--- src/rtl/shared_reg_arbiter.sv ---
// Four-requester round-robin arbiter guarding one shared register.
// All state advances on the falling edge of clk.
module shared_reg_arbiter #(
  parameter int MAX_HOLD = 4,
  parameter int WIDTH    = 8
) (
  input  logic               clk,
  input  logic               reset,
  input  logic [3:0]         req,
  input  logic [3:0]         wr,
  input  logic [4*WIDTH-1:0] wdata,
  output logic [3:0]         gnt,
  output logic [1:0]         owner,
  output logic               busy,
  output logic [WIDTH-1:0]   rdata
);

  typedef enum logic [1:0] {
    IDLE    = 2'd0,
    GRANT   = 2'd1,
    RELEASE = 2'd2
  } state_t;

  localparam logic [3:0] HOLD_LAST = 4'(MAX_HOLD - 1);

  state_t           r_state = IDLE;
  logic [3:0]       r_gnt   = '0;
  logic [1:0]       r_owner = '0;
  logic [1:0]       r_ptr   = '0;
  logic [3:0]       r_hold  = '0;
  logic [WIDTH-1:0] r_rdata = '0;

  state_t           w_state;
  logic [3:0]       w_gnt;
  logic [1:0]       w_owner;
  logic [1:0]       w_ptr;
  logic [3:0]       w_hold;
  logic [WIDTH-1:0] w_rdata;
  logic [1:0]       w_idx;
  logic [1:0]       w_sel;
  logic             w_found;

  // Walk downwards so the lowest offset from ptr is assigned last and wins.
  always_comb begin
    w_idx   = '0;
    w_sel   = '0;
    w_found = 1'b0;
    for (int k = 3; k >= 0; k--) begin
      w_idx = r_ptr + 2'(k);
      if (req[w_idx]) begin
        w_found = 1'b1;
        w_sel   = w_idx;
      end
    end
  end

  always_comb begin
    w_state = r_state;
    w_gnt   = r_gnt;
    w_owner = r_owner;
    w_ptr   = r_ptr;
    w_hold  = r_hold;
    w_rdata = r_rdata;
    unique case (r_state)
      IDLE, RELEASE: begin
        w_state = IDLE;
        w_gnt   = '0;
        w_owner = '0;
        // Requests seen while releasing are arbitrated on the closing edge.
        if (w_found) begin
          w_state = GRANT;
          w_gnt   = 4'b0001 << w_sel;
          w_owner = w_sel;
          w_hold  = '0;
        end
      end
      GRANT: begin
        if (!req[r_owner]) begin
          w_state = RELEASE;
          w_gnt   = '0;
          w_owner = '0;
          w_ptr   = r_owner + 2'd1;
        end else begin
          if (wr[r_owner])
            w_rdata = wdata[r_owner*WIDTH +: WIDTH];
          if (r_hold == HOLD_LAST) begin
            w_state = RELEASE;
            w_gnt   = '0;
            w_owner = '0;
            w_ptr   = r_owner + 2'd1;
          end else begin
            w_hold = r_hold + 4'd1;
          end
        end
      end
      default: begin
        w_state = IDLE;
        w_gnt   = '0;
        w_owner = '0;
      end
    endcase
  end

  always_ff @(negedge clk) begin
    if (reset) begin
      r_state <= IDLE;
      r_gnt   <= '0;
      r_owner <= '0;
      r_ptr   <= '0;
      r_hold  <= '0;
      r_rdata <= '0;
    end else begin
      r_state <= w_state;
      r_gnt   <= w_gnt;
      r_owner <= w_owner;
      r_ptr   <= w_ptr;
      r_hold  <= w_hold;
      r_rdata <= w_rdata;
    end
  end

  assign gnt   = r_gnt;
  assign owner = r_owner;
  assign busy  = (r_state != IDLE);
  assign rdata = r_rdata;

endmodule

--- config.mk ---
export PLATFORM = sky130hd
export DESIGN_NAME = shared_reg_arbiter
export DESIGN_NICKNAME = d
export VERILOG_FILES = /design/src/rtl/shared_reg_arbiter.sv
export SDC_FILE = /design/constraint.sdc
export NUM_CORES = 1
export LEC_CHECK = 0
export CAP_MARGIN = 40
export CORE_UTILIZATION = 43
export DETAILED_ROUTE_END_ITERATION = 10
export GPL_ROUTABILITY_DRIVEN = 1
export PLACE_DENSITY = 0.91
export RECOVER_POWER = 50
export SLEW_MARGIN = 20
export SYNTH_ARGS = -nofsm -noshare
export SYNTH_HDL_FRONTEND = slang
export SYNTH_SLANG_ARGS = --single-unit
--- constraint.sdc ---
create_clock -name clk -period 2.6 [get_ports clk]
set_clock_uncertainty 0.1 [all_clocks]
set_input_delay 0.39 -clock clk [delete_from_list [all_inputs] [get_ports clk]]
set_output_delay 0.39 -clock clk [all_outputs]
set_load 0.005 [all_outputs]
==> run metrics <==
met2 WL ~3.3 mm; top cell type's share of synthesized area 37.6%; H-tree depth 1; Clk Tree Root Cell clkbuf_4; DRT antenna net count 0; CTS clock-pin slew for the worst setup and hold paths around 60 ps; M1 wire length roughly 2.2 mm; Final setup violation count 36; CTS tree done; max-slew violations 0; most frequent cells in the layout 33 x clkdlybuf4s50_1, 24 x inv_1, 23 x buf_6; CP required 2110 ps; DRC viols 0; nets 258; Core ar. roughly 2500 um^2; initial antenna violation count 0; worst slew pin tran roughly 750 ps; YS warnings 0; fillers 96; RSZ-0062 raised after global routing yes; I/O Buffers 56; failing checks negative setup slack; GRT Util Overall between 30% and 40%; max layer used met4; worst-skew pair later-pin latency 460 ps; Setup TNS -3230 ps; vias in the first global route between 1500 and 2000; synthesis-to-layout area growth 91.6%; DR vias/cell around 6.5; Synth area leaders dfxtp_1 38%, mux4_2 19%, mux2i_1 7.7%; Syn Std Cell Area ~1200 um^2; Hold WC Path Type flip-flop to flip-flop; share of cells above drive strength 1 50.5%; hold buffer count at CTS 0; Clock Sinks 22; Critical Path AT roughly 2400 ps; sequential area share after synthesis 37.6%; DRT Wirelength approximately 6.5 mm; Final Wtd Congestion approximately 0.90; slack of the critical path -290 ps; row count 18; drt first-iter violations just over 90; num ports 57; #FFs+latches synth 22; GRT overflow 0; Pwr per Cell Area 500 nW/um^2; DIE WIDTH between 50 and 60 um; largest net degree at the start of global routing 14; Relative slew margins 49.9%; CP max-delay cell dfxtp_2; Yosys top cell by area dfxtp_1; DR pass1 iterations 4; Die H around 54 um; Netlist cell types 36; dpl hpwl 2.91 mm; CP endpoint kind output port; status complete, but fails checks; wire length on met3 between 600 and 700 um; Die ar. 2940 um^2; Final Hold Vio Count 0; fin area 2250 um^2; Syn Area/Cell 10.6 um^2; Syn Inst Count 111; Placement Cell Area between 1500 and 2000 um^2; ANT cells 0; max-cap violations 0; post-place setup slack -933 ps; Lkg Pwr between 1 and 1.5 nW; syn nets 154; first-pass GRT wire length 7.62 mm; effective utilization at floorplan between 40% and 50%; crit path launch type flip-flop; drt wl/cell between 20 and 30 um; Peak supply drop 592 uV; CTS buffer count 3; crit-path cells or2_4 > buf_6; CTS max path bufs 2; slowest cell delay on critical path 320 ps; commonest non-fill, non-tap cell in the layout clkdlybuf4s50_1; WS Path Type flip-flop to output port; vias post-DR 1586; Worst Path Max Fanout 2
registers in the layout, summed over array words and instances, names as in the netlist:
name,cells
rdata,8
r_ptr,2
r_state,2
owner,2
gnt,4
r_hold,4
area by class of cell:
cell class / instances / area [um^2] / share of cell area (%)
clock inverter: 23 / 87.6 / 3.90
timing repair buffer: 83 / 800 / 35.6
inverter: 2 / 7.51 / 0.334
clock buffer: 3 / 22.5 / 1.00
multi-input combinational: 81 / 831 / 37.0
tap: 30 / 37.5 / 1.67
sequential: 22 / 460 / 20.5
kinds of logic after synthesis:
family                   Yosys count  synth area share, %
AO/OA/AOI/OAI                     18                 11.0
XOR/XNOR                           3                 2.24
adder cells (fa/ha/maj)            1                 1.07
buffers and inverters              8                 2.67
flip-flops                        22                 37.6
multiplexers                      19                 26.9
AND/OR/NAND/NOR                   40                 18.6
critical path, delay by kind of cell, from the launching register on:
family	cells	cell delay, ps
DFF	1	320
and+or+nand+nor	1	250
buffers and inverters	1	110
stage by stage:
step	cells	total power, mW	hold WS [ps]	util (%)
2_1_floorplan	111	0.551	360	-
3_3_place_gp	208	0.685	367	75.4
3_5_place_dp	208	0.698	386	75.4
4_1_cts	239	0.991	390	82.0
5_1_grt	244	1.16	431	89.0
6_report	244	1.12	418	89.0
path summary, 6_finish.rpt:
path / start / end / slack (ps) / cells past startpoint
setup / recovery: r_state[0] / busy / -290 / 2
hold / removal: r_hold[0] / r_hold[0] / 420 / 2
setup reg to reg: owner[0] / rdata[4] / 310 / 7
hold reg to reg: r_hold[0] / r_hold[0] / 420 / 2
report_power, final:
part           internal (mW)  total (mW)  switching (mW)
clock                  0.102       0.394           0.293
combinational          0.198       0.348           0.150
sequential             0.360       0.381          0.0209
routing by layer:
| metal | GRT usage (%) | vias up |
|---|---|---|
| met3 | 14.7 | 48 |
| met2 | 62.2 | 129 |
| li1 | - | 626 |
| met1 | 40.3 | 783 |
| met4 | 29.9 | 0 |
| met5 | 0 | - |
synthesized netlist by cell type:
master and number:
dfxtp_1 22, nor2_1 13, mux4_2 10, mux2i_1 9
a21oi_1 7, nand2_1 5, clkbuf_1 4, nand3_1 4
and3_1 3, inv_1 3, a211oi_1 2, a31o_1 2
nor3_1 2, o32ai_1 2, xor2_1 2, a21boi_2 1
a32o_1 1, and2_1 1, and3_4 1, buf_2 1
ha_1 1, nand2b_1 1, nand3_2 1, nand4_1 1
nor2b_1 1, nor3b_1 1, nor4_1 1, o21a_1 1
o22a_1 1, o22ai_1 1, or2_2 1, or2_4 1
or3_1 1, or3b_2 1, or4_4 1, xnor2_1 1
repair_timing:
| item | 4_1_cts | 5_1_grt |
|---|---|---|
| endpoints found under the setup margin | 37 | 37 |
| setup buffers | 6 | 5 |
| gates resized for setup | 125 | 28 |
| pin swaps | 11 | 11 |
Power figures use the tool's default switching activity.
